`src/rtl/ksa4_pipe_adder.sv`:
```
// 4-bit Kogge-Stone adder with carry-in, four register stages, pad-level I/O.
// Optional signed-overflow output ovf_Pad is enabled by defining KSA4_OVF_EN.
module ksa4_pipe_adder (
  input  logic GCLK_Pad,
  input  logic RSTN_Pad,
  input  logic a0_Pad,
  input  logic a1_Pad,
  input  logic a2_Pad,
  input  logic a3_Pad,
  input  logic b0_Pad,
  input  logic b1_Pad,
  input  logic b2_Pad,
  input  logic b3_Pad,
  input  logic cin_Pad,
  output logic sum0_Pad,
  output logic sum1_Pad,
  output logic sum2_Pad,
  output logic sum3_Pad,
  output logic cout_Pad
`ifdef KSA4_OVF_EN
  ,
  output logic ovf_Pad
`endif
);

  logic [3:0] a, b;
  assign a = {a3_Pad, a2_Pad, a1_Pad, a0_Pad};
  assign b = {b3_Pad, b2_Pad, b1_Pad, b0_Pad};

  // Stage 1: bitwise propagate/generate, carry-in acts as g at position -1.
  logic [3:0] p1_q, g1_q;
  logic       c1_q;

  // Stage 2: prefix level 1 (span 1). Position 0 pairs with cin, so P is 0 there.
  logic [3:0] gl1_d, gl1_q;
  logic [3:1] pl1_d, pl1_q;
  logic [3:0] p2_q;
  logic       c2_q;

  // Stage 3: prefix level 2 (span 2); carry_q[i] is the carry out of bit i.
  logic [3:0] carry_d, carry_q;
  logic [3:0] p3_q;
  logic       c3_q;

  // Stage 4: registered outputs.
  logic [3:0] sum_d, sum_q;
  logic       cout_q;
`ifdef KSA4_OVF_EN
  logic       ovf_q;
`endif

  always_comb begin
    gl1_d[0] = g1_q[0] | (p1_q[0] & c1_q);
    for (int i = 1; i < 4; i++) begin
      gl1_d[i] = g1_q[i] | (p1_q[i] & g1_q[i-1]);
      pl1_d[i] = p1_q[i] & p1_q[i-1];
    end
  end

  // Position 3 spans five inputs (bits 3..0 plus cin); the span-2 group at
  // position 1 lacks cin, so its propagate term is extended by p1:p0 & cin.
  always_comb begin
    carry_d[0] = gl1_q[0];
    carry_d[1] = gl1_q[1] | (pl1_q[1] & c2_q);
    carry_d[2] = gl1_q[2] | (pl1_q[2] & gl1_q[0]);
    carry_d[3] = gl1_q[3] | (pl1_q[3] & gl1_q[1]) | (pl1_q[3] & pl1_q[1] & c2_q);
  end

  always_comb begin
    sum_d[0]   = p3_q[0] ^ c3_q;
    sum_d[3:1] = p3_q[3:1] ^ carry_q[2:0];
  end

  always_ff @(posedge GCLK_Pad or negedge RSTN_Pad) begin
    if (!RSTN_Pad) begin
      p1_q    <= '0;
      g1_q    <= '0;
      c1_q    <= 1'b0;
      gl1_q   <= '0;
      pl1_q   <= '0;
      p2_q    <= '0;
      c2_q    <= 1'b0;
      carry_q <= '0;
      p3_q    <= '0;
      c3_q    <= 1'b0;
      sum_q   <= '0;
      cout_q  <= 1'b0;
`ifdef KSA4_OVF_EN
      ovf_q   <= 1'b0;
`endif
    end else begin
      p1_q    <= a ^ b;
      g1_q    <= a & b;
      c1_q    <= cin_Pad;
      gl1_q   <= gl1_d;
      pl1_q   <= pl1_d;
      p2_q    <= p1_q;
      c2_q    <= c1_q;
      carry_q <= carry_d;
      p3_q    <= p2_q;
      c3_q    <= c2_q;
      sum_q   <= sum_d;
      cout_q  <= carry_q[3];
`ifdef KSA4_OVF_EN
      ovf_q   <= carry_q[3] ^ carry_q[2];
`endif
    end
  end

  assign sum0_Pad = sum_q[0];
  assign sum1_Pad = sum_q[1];
  assign sum2_Pad = sum_q[2];
  assign sum3_Pad = sum_q[3];
  assign cout_Pad = cout_q;
`ifdef KSA4_OVF_EN
  assign ovf_Pad  = ovf_q;
`endif

endmodule

```
`config.mk`:
```
export PLATFORM = sky130hd
export DESIGN_NAME = ksa4_pipe_adder
export DESIGN_NICKNAME = d
export VERILOG_FILES = /design/src/rtl/ksa4_pipe_adder.sv
export SDC_FILE = /design/constraint.sdc
export NUM_CORES = 1
export LEC_CHECK = 0
export CAP_MARGIN = 20
export CORE_UTILIZATION = 45
export CTS_BUF_LIST = sky130_fd_sc_hd__clkbuf_8
export CTS_CLUSTER_SIZE = 14
export DETAILED_ROUTE_END_ITERATION = 10
export GPL_ROUTABILITY_DRIVEN = 0
export GPL_TIMING_DRIVEN = 0
export PLACE_DENSITY = 0.71
export REMOVE_ABC_BUFFERS = 1
export SLEW_MARGIN = 10
export SYNTH_ARGS = -nofsm -noshare
export SYNTH_HDL_FRONTEND = slang
export SYNTH_SLANG_ARGS = --single-unit
```
`constraint.sdc`:
```
create_clock -name GCLK_Pad -period 0.8 [get_ports GCLK_Pad]
set_input_delay 0.16 -clock GCLK_Pad [delete_from_list [all_inputs] [get_ports GCLK_Pad]]
set_output_delay 0.16 -clock GCLK_Pad [all_outputs]
set_load 0.05 [all_outputs]
```
==> results of run 1 <==
-- flip-flops by register name, summed over array words and instances, names as in the netlist --
name      flops
c1_q          1
c2_q          1
c3_q          1
carry_q       4
cout_Pad      1
g1_q          4
gl1_q         4
p1_q          4
p2_q          4
p3_q          4
pl1_q         3
sum_q         4
-- per-stage QoR --
step	cell area, µm²	util	hold slack, ps	instances	setup slack, ps
2_1_floorplan	1030	-	-136	53	11.6
3_3_place_gp	1220	0.590	332	95	-1020
3_5_place_dp	1210	0.587	255	95	-460
4_1_cts	1290	0.626	-41.4	101	-171
5_1_grt	1300	0.629	7.15	102	-182
6_report	1300	0.629	-62.9	102	-161
-- cells in the final DEF, fill, tap and decap left out --
cell	instances
a21o_1	7
and2_1	3
buf_2	1
buf_4	1
buf_6	5
clkbuf_8	5
clkdlybuf4s50_1	9
dfrtp_1	35
ha_1	4
inv_1	1
xor2_1	4
-- path summary, 6_finish.rpt --
check	start	to	slack, ps	depth (start not counted)
worst max-delay path	sum_q[2]	sum2_Pad	-160	1
worst min-delay path	RSTN_Pad	sum_q[2]	-60	1
worst max register to register	pl1_q[1]	carry_q[3]	-20	2
worst min register to register	p2_q[0]	p3_q[0]	350	0
max in group asynchronous	RSTN_Pad	cout_Pad	400	1
min in group GCLK_Pad	cin_Pad	c1_q	330	1
-- power breakdown --
part | switching (µW) | internal, µW | total (µW)
clock network | 531 | 566 | 1100
registers | 75.3 | 1950 | 2030
logic | 252 | 186 | 438
-- layer usage --
metal / vias up / wire length (µm)
li1: 214 / -
met5: - / 0
met3: 3 / 71
met1: 228 / 456
met2: 20 / 598
met4: 0 / 27
-- kinds of logic after synthesis --
family | count (synthesis) | share of synthesized area
compound gates | 7 | 0.0509
xor+xnor | 4 | 0.0339
fa+ha+maj | 4 | 0.0485
flops | 35 | 0.848
simple gates | 3 | 0.0182
-- what timing repair did --
action,in CTS,in global routing
pin swaps,2,1
resized for setup,35,0
endpoints found under the setup margin,6,6
endpoints found under the hold margin,35,0
setup buffers,0,1
-- layout make-up --
type,instances,area [µm²],area share
Clock inverter,1,3.75,0.00289
Multi-Input combinational cell,18,156,0.121
Timing Repair Buffer,16,159,0.122
Tap cell,27,33.8,0.0260
Sequential cell,35,876,0.675
Clock buffer,5,68.8,0.0530
==> qor.csv, run 1 <==
stage,metric,value,unit
critical_path,critical path class,flop to primary output,
synth,"Seq/Total Area, Yosys",0.848,
synth,Yosys top cell area share,0.848,
pwr,Peak VDD IR,1.68,mV
synth,Syn Area/Cell,19.5,µm²
critical_path,max incr delay on CP,370,ps
pwr,Leak,0.000650,µW
critical_path,CP required,640,ps
timing,Final min period,961,ps
global_routing,initial antenna violation count,0,
floorplan,core region area,2060,µm²
floorplan,die area,2490,µm²
global_routing,Global Route met1 Usage,0.128,
timing,endpoints failing hold,35,
timing,"Worst Setup Slack, final",-161,ps
clock_tree,clock latency on the worst-skew pair,270,ps
timing,Slew @ Worst Pin,721,ps
synth,Post-synth top cells,"dfrtp_1, a21o_1, ha_1, xor2_1, and2_1",
synth,ranking of synthesized cells by area,"dfrtp_1, a21o_1, ha_1",
clock_tree,Clock Sinks,35,
route,vias per cell,4.56,
layout,layout cell share with drive strength beyond 1,0.160,
flow_run,Max-Cap Viols,0,
layout,Syn-to-layout area delta,25.7,%
hold_path,Hold Crit Class,primary input to asynchronous set/reset pin,
route,final wirelength,1150,µm
timing,hold slack,-62.9,ps
timing,unrepaired setup endpoints after global routing,true,
layout,fillers,154,
synth,leading area contributor after synthesis,dfrtp_1,
critical_path,CP cell instances,buf_6,
floorplan,IO Count,16,
critical_path,WP data arrival,800,ps
floorplan,Initial Util,0.501,
timing,final period utilization,1.20,
global_routing,vias in the first global route,486,
critical_path,Crit path buffers/inverters,1,
clock_tree,total CTS buffers,5,
timing,fmax,1040,MHz
clock_tree,Worst-path clk slew,60,ps
route,TritonRoute pass-1 iters,3,
route,DR WL/cell,11.3,µm
global_routing,largest net degree at the start of global routing,36,
timing,Setup Skew,2.52,ps
global_routing,busiest grt layer,met2,
global_routing,All-Layer GR Usage,0.120,
timing,final slew viol count,0,
synth,#FFs+latches synth,35,
clock_tree,Root Driver,clkbuf_8,
route,via count,465,
critical_path,CP max FO,1,
global_routing,total grt overflow,0,
floorplan,Die W,49.9,µm
route,1st-iter DRT viols,1,
route,drc violations,0,
route,Routed Antenna Nets,0,
pwr,Tot Pwr,3560,µW
clock_tree,clk buf depth,2,
synth,yosys warns,0,
timing,Setup Viol. Count Final,6,
status,outcome,"finished, violations left",
critical_path,critical path launch point type,flop,
layout,final net count,91,
synth,Netlist cell types,5,
global_routing,met2 GRT Util,0.180,
synth,Synth Cell Area,1030,µm²
synth,"FFs w/ async S/R, synth",1.00,
global_routing,global-route wire length before repair,1960,µm
layout,number of diodes,0,
pwr,Pwr Density,2740,nW/µm²
synth,Cells after Synth,53,
synth,Main synth FF type,dfrtp_1,
placed_design,dpl hpwl,728,µm
synth,"EDFF count, synth",0,
critical_path,"Slowest-stage cell, CP",dfrtp_1,
critical_path,Critical Path Sink Type,primary output,
placed_design,I/O Buffers,15,
timing,Slew HR,0.519,
status,failing checks,"hold timing, setup timing",
synth,"count leader, synth",dfrtp_1,
global_routing,met3 global-route usage,0.0556,
floorplan,# rows,16,
clock_tree,CTS tree,done,
floorplan,die height,49.9,µm
timing,Final TNS setup,-794,ps
critical_path,CP top delay family,flip-flops,
clock_tree,H-Tree Depth,2,
(Power assumes the default switching activity.)
==> run 2, diff against run 1 <==
--- a/config.mk
+++ b/config.mk
@@ -14,6 +14,7 @@
 export GPL_TIMING_DRIVEN = 0
 export PLACE_DENSITY = 0.71
 export REMOVE_ABC_BUFFERS = 1
+export SETUP_SLACK_MARGIN = 0.4
 export SLEW_MARGIN = 10
 export SYNTH_ARGS = -nofsm -noshare
 export SYNTH_HDL_FRONTEND = slang
==> run 2 against run 1 <==
Effect of this change: the flow still finishes with violations (hold timing, setup timing); combinational power fell by 3%; highest routed layer unchanged; sequential power hardly changed; non-clock buffer count is the same; cell count unchanged; clock-buffer cell count is the same.
==> qor.csv, run 2 (synthesized netlist as in run 1, its figures left out) <==
stage,metric,value,unit,change
global_routing,All-Layer GR Usage,0.118,,-0.00200
flow_run,Max-Cap Viols,0,,unchanged
clock_tree,total CTS buffers,5,,unchanged
timing,Slew HR,0.730,,+0.211
global_routing,vias in the first global route,506,,+4.1%
pwr,P_int,2690,µW,-0.61%
pwr,register share of total power,0.572,,+0.003
timing,final slew viol count,0,,unchanged
route,TritonRoute pass-1 iters,2,,-1
route,drc violations,0,,unchanged
pwr,Pwr Density,2760,nW/µm²,+0.68%
placed_design,I/O Buffers,15,,unchanged
timing,Setup Viol. Count Final,6,,unchanged
critical_path,"Slowest-stage cell, CP",dfrtp_1,,
clock_tree,Root Driver,clkbuf_8,,
critical_path,Crit path buffers/inverters,1,,unchanged
layout,Syn-to-layout area delta,24.1,%,
layout,"commonest non-fill, non-tap cell in the layout",dfrtp_1,,
floorplan,# rows,16,,unchanged
layout,final net count,91,,unchanged
timing,Final min period,960,ps,-1.23 ps
route,DR WL/cell,11.1,µm,-1.6%
critical_path,CP max FO,1,,unchanged
timing,Final TNS setup,-788,ps,+6.31 ps
critical_path,Critical Path Sink Type,primary output,,
clock_tree,Worst-path clk slew,60,ps,about the same
timing,"Worst Setup Slack, final",-160,ps,+1.23 ps
timing,Slew @ Worst Pin,404,ps,-317 ps
global_routing,total grt overflow,0,,unchanged
critical_path,critical path class,flop to primary output,,
pwr,net switching share of the total power,0.241,,about the same
timing,endpoints failing hold,35,,unchanged
critical_path,critical path launch point type,flop,,
route,1st-iter DRT viols,1,,unchanged
pwr,Psw,854,µW,-0.49%
placed_design,dpl hpwl,728,µm,unchanged
critical_path,CP cell instances,buf_6,,
layout,fillers,160,,+3.9%
floorplan,core region area,2060,µm²,unchanged
clock_tree,clk buf depth,2,,unchanged
pwr,Peak VDD IR,1.64,mV,-2.0%
timing,final period utilization,1.20,,-0.00153
critical_path,CP required,640,ps,about the same
layout,layout cell share with drive strength beyond 1,0.280,,+0.120
floorplan,IO Count,16,,unchanged
layout,"commonest non-fill, non-tap cells in the layout","dfrtp_1, a21o_1, buf_2",,
critical_path,WP data arrival,800,ps,about the same
layout,number of diodes,0,,unchanged
floorplan,Die W,49.9,µm,unchanged
route,final wirelength,1130,µm,-1.6%
pwr,Leak,0.000661,µW,+1.7%
route,vias per cell,4.57,,+0.22%
hold_path,Hold Crit Class,primary input to asynchronous set/reset pin,,
route,via count,466,,+0.22%
route,Routed Antenna Nets,0,,unchanged
critical_path,max incr delay on CP,370,ps,about the same
floorplan,die height,49.9,µm,unchanged
status,outcome,"finished, violations left",,
global_routing,initial antenna violation count,0,,unchanged
timing,unrepaired setup endpoints after global routing,true,,
floorplan,Initial Util,0.501,,unchanged
status,failing checks,"hold timing, setup timing",,
timing,fmax,1040,MHz,+0.13%
clock_tree,Clock Sinks,35,,unchanged
floorplan,die area,2490,µm²,unchanged
clock_tree,CTS tree,done,,
clock_tree,clock latency on the worst-skew pair,270,ps,about the same
timing,hold slack,-185,ps,-122 ps
global_routing,largest net degree at the start of global routing,36,,unchanged
pwr,Logic pwr share,0.119,,-0.004
global_routing,global-route wire length before repair,1960,µm,unchanged
timing,Setup Skew,3.66,ps,+1.14 ps
pwr,clock group share of total power,0.308,,about the same
clock_tree,H-Tree Depth,2,,unchanged
critical_path,CP top delay family,flip-flops,,
run 2: cell types whose count changed in the layout (fill, tap and decap cells not counted), sizes merged:
cell           before  now
buf                 7   14
dlymetal6s2s        0    1
clkdlybuf4s50       9    0
clkdlybuf4s15       0    1
run 2: final timing paths:
| check | end | cells past startpoint | slack (ps) | from |
|---|---|---|---|---|
| min in group GCLK_Pad | c1_q | 1 | 10 | cin_Pad |
| hold reg to reg | p3_q[0] | 0 | 340 | p2_q[0] |
| setup reg to reg | carry_q[3] | 2 | -20 | pl1_q[1] |
| max in group asynchronous | gl1_q[1] | 1 | 690 | RSTN_Pad |
| hold / removal | sum_q[2] | 1 | -180 | RSTN_Pad |
| setup / recovery | sum2_Pad | 1 | -160 | sum_q[2] |
run 2: cell type report:
cell class	instances	area [µm²]	area share
sequential	35	876	0.684
clock buffer	5	68.8	0.0537
multi-input combinational	18	169	0.132
clock inverter	1	3.75	0.00293
tap	27	33.8	0.0264
timing repair buffer	16	130	0.102
run 2: power by group through the flow:
stage	logic (µW)	registers (µW)	clock network (µW)
4_1_cts	427	2030	1120
2_1_floorplan	69.2	2200	0
3_3_place_gp	416	2040	0
3_5_place_dp	423	2050	0
6_report	423	2030	1090
5_1_grt	456	2040	1210
run 2: repair_timing:
action	CTS	global route
endpoints found under the setup margin	74	32
hold endpoints to repair	35	35
gates resized for setup	62	1
gates cloned	0	0
pin swaps	13	3
setup buffers	0	1
run 2: metrics by stage:
stage / instances / power, µW / area (µm²) / setup WS [ps] / util
floorplan: 53 / 2270 / 1030 / 11.6 / -
finish: 102 / 3540 / 1280 / -160 / 0.621
global route: 102 / 3700 / 1280 / -182 / 0.621
global placement: 95 / 2460 / 1220 / -1020 / 0.590
CTS: 101 / 3570 / 1270 / -171 / 0.617
detailed placement: 95 / 2480 / 1210 / -460 / 0.587
run 2: metal layers:
layer,global-route usage,up-vias,wire length [µm]
met5,0,-,0
met4,0.100,0,23
met3,0.0556,3,69
met2,0.191,21,599
met1,0.111,228,441
li1,-,214,-
==> run 3, diff against run 2 <==
--- a/config.mk
+++ b/config.mk
@@ -6,6 +6,8 @@
 export NUM_CORES = 1
 export LEC_CHECK = 0
 export CAP_MARGIN = 20
+export CORE_ASPECT_RATIO = 1.1
+export CORE_MARGIN = 4
 export CORE_UTILIZATION = 45
 export CTS_BUF_LIST = sky130_fd_sc_hd__clkbuf_8
 export CTS_CLUSTER_SIZE = 14
@@ -15,6 +17,7 @@
 export PLACE_DENSITY = 0.71
 export REMOVE_ABC_BUFFERS = 1
 export SETUP_SLACK_MARGIN = 0.4
+export SKIP_LAST_GASP = 1
 export SLEW_MARGIN = 10
 export SYNTH_ARGS = -nofsm -noshare
 export SYNTH_HDL_FRONTEND = slang
==> run 3 against run 2 <==
Effect of this change: the run still ends with hold timing, setup timing left; critical path type unchanged; routed wire length grew 16%; utilization rose by 0.77 points; cell count is 4.9% higher.
==> qor.csv, run 3 (synthesized netlist as in run 1, its figures left out) <==
stage,metric,value,unit,change
status,outcome,"finished, violations left",,
status,failing checks,"hold timing, setup timing",,
clock_tree,Worst-path clk slew,60,ps,about the same
critical_path,WP data arrival,800,ps,about the same
timing,Slew HR,0.717,,-0.0138
timing,fmax,1040,MHz,+0.13%
pwr,Psw,895,µW,+4.8%
timing,endpoints failing hold,35,,unchanged
pwr,register share of total power,0.535,,-0.037
layout,layout cell share with drive strength beyond 1,0.304,,+0.0238
route,TritonRoute pass-1 iters,4,,+2
floorplan,# rows,17,,+1
floorplan,IO Count,16,,unchanged
route,drc violations,0,,unchanged
floorplan,Initial Util,0.495,,-0.00541
global_routing,All-Layer GR Usage,0.101,,-0.0172
clock_tree,clock latency on the worst-skew pair,270,ps,about the same
pwr,Pwr Density,2900,nW/µm²,+4.9%
layout,Syn-to-layout area delta,27.0,%,
timing,unrepaired setup endpoints after global routing,true,,
timing,final period utilization,1.20,,-0.00157
critical_path,Crit path buffers/inverters,1,,unchanged
critical_path,CP max FO,1,,unchanged
critical_path,max incr delay on CP,380,ps,about the same
clock_tree,Root Driver,clkbuf_8,,
route,via count,479,,+2.8%
layout,fillers,172,,+7.5%
critical_path,Critical Path Sink Type,primary output,,
hold_path,Hold Crit Class,primary input to asynchronous set/reset pin,,
clock_tree,total CTS buffers,5,,unchanged
timing,Setup Viol. Count Final,6,,unchanged
clock_tree,H-Tree Depth,2,,unchanged
clock_tree,CTS tree,done,,
timing,hold slack,-174,ps,+10.6 ps
layout,final instance area,1310,µm²,+2.3%
clock_tree,clk buf depth,2,,unchanged
flow_run,Max-Cap Viols,0,,unchanged
floorplan,die area,3120,µm²,+26%
timing,Final min period,959,ps,-1.26 ps
route,final wirelength,1310,µm,+16%
critical_path,CP required,640,ps,about the same
floorplan,Die W,53.7,µm,+7.6%
timing,"Worst Setup Slack, final",-159,ps,+1.26 ps
pwr,Logic pwr share,0.116,,-0.003
global_routing,vias in the first global route,496,,-2.0%
route,DR WL/cell,12.3,µm,+10%
layout,final net count,93,,+2.2%
timing,Setup Skew,2.93,ps,-0.735 ps
critical_path,critical path launch point type,flop,,
critical_path,R2R Path Start,pl1_q[1],,
layout,Reg area,876,µm²,unchanged
timing,final slew viol count,0,,unchanged
pwr,Leak,0.000677,µW,+2.5%
pwr,Peak VDD IR,1.71,mV,+3.8%
pwr,P_int,2910,µW,+8.2%
floorplan,core region area,2080,µm²,+1.1%
layout,"commonest non-fill, non-tap cells in the layout","dfrtp_1, buf_2, a21o_1, clkbuf_8, buf_6",,
pwr,net switching share of the total power,0.235,,-0.00577
placed_design,Placed Instance Area,1210,µm²,+0.10%
critical_path,"Slowest-stage cell, CP",dfrtp_1,,
placed_design,I/O Buffers,15,,unchanged
global_routing,global-route wire length before repair,2130,µm,+8.5%
critical_path,CP cell instances,buf_6,,
placed_design,dpl hpwl,815,µm,+12%
clock_tree,Clock Sinks,35,,unchanged
floorplan,die height,58.2,µm,+17%
layout,post-layout util,0.629,,+0.00769
route,Routed Antenna Nets,0,,unchanged
layout,"commonest non-fill, non-tap cell in the layout",dfrtp_1,,
pwr,clock group share of total power,0.349,,+0.041
timing,Slew @ Worst Pin,425,ps,+20.8 ps
critical_path,CP top delay family,flip-flops,,
route,vias per cell,4.48,,-2.0%
critical_path,critical path class,flop to primary output,,
layout,Multi-input gate area,156,µm²,-7.4%
critical_path,Critical Path Start,sum_q[2],,
route,1st-iter DRT viols,3,,+2
layout,number of diodes,0,,unchanged
global_routing,largest net degree at the start of global routing,36,,unchanged
global_routing,initial antenna violation count,0,,unchanged
global_routing,total grt overflow,0,,unchanged
==> run 3: final timing paths <==
path / depth (start not counted) / end / slack (ps)
min: 1 / gl1_q[0] / -170
max reg2reg: 2 / carry_q[3] / -40
max: 1 / sum2_Pad / -160
min in group GCLK_Pad: 2 / p1_q[1] / 100
min reg2reg: 0 / p3_q[0] / 350
max in group asynchronous: 1 / cout_Pad / 670
==> run 3: metal layers <==
layer | GRT usage | up-vias | wire (µm)
met5 | 0 | - | 0
met4 | 0.0328 | 0 | 0
met3 | 0.0694 | 0 | 119
met2 | 0.161 | 17 | 659
met1 | 0.104 | 242 | 534
li1 | - | 220 | -
==> run 3: power groups by stage <==
| stage | registers, µW | logic (µW) | clock network (µW) |
|---|---|---|---|
| after floorplan | 2200 | 69.2 | 0 |
| after global placement | 2040 | 417 | 0 |
| after detailed placement | 2060 | 425 | 0 |
| after CTS | 2030 | 443 | 1360 |
| after global routing | 2050 | 479 | 1450 |
| final | 2030 | 441 | 1330 |
==> run 3: layout make-up <==
type / count / area share
clock buffer: 7 / 0.0735
sequential: 35 / 0.668
clock inverter: 1 / 0.00286
multi-input combinational: 18 / 0.119
tap: 28 / 0.0267
timing repair buffer: 18 / 0.110
==> run 3: metrics by stage <==
step	total power, µW	setup WS, ps	hold slack, ps	instances	setup TNS [ps]
after global placement	2460	-1010	333	96	-38710
after floorplan	2270	11.6	-136	53	0
after global routing	3970	-192	-149	107	-984
final	3800	-159	-174	107	-817
after detailed placement	2480	-478	254	96	-3400
after CTS	3830	-176	-174	107	-896
==> run 3: repair_timing <==
item,CTS,global route
setup endpoints to repair,74,31
pin swaps,13,2
buffers inserted,3,0
endpoints found under the hold margin,35,35
resized for setup,60,2
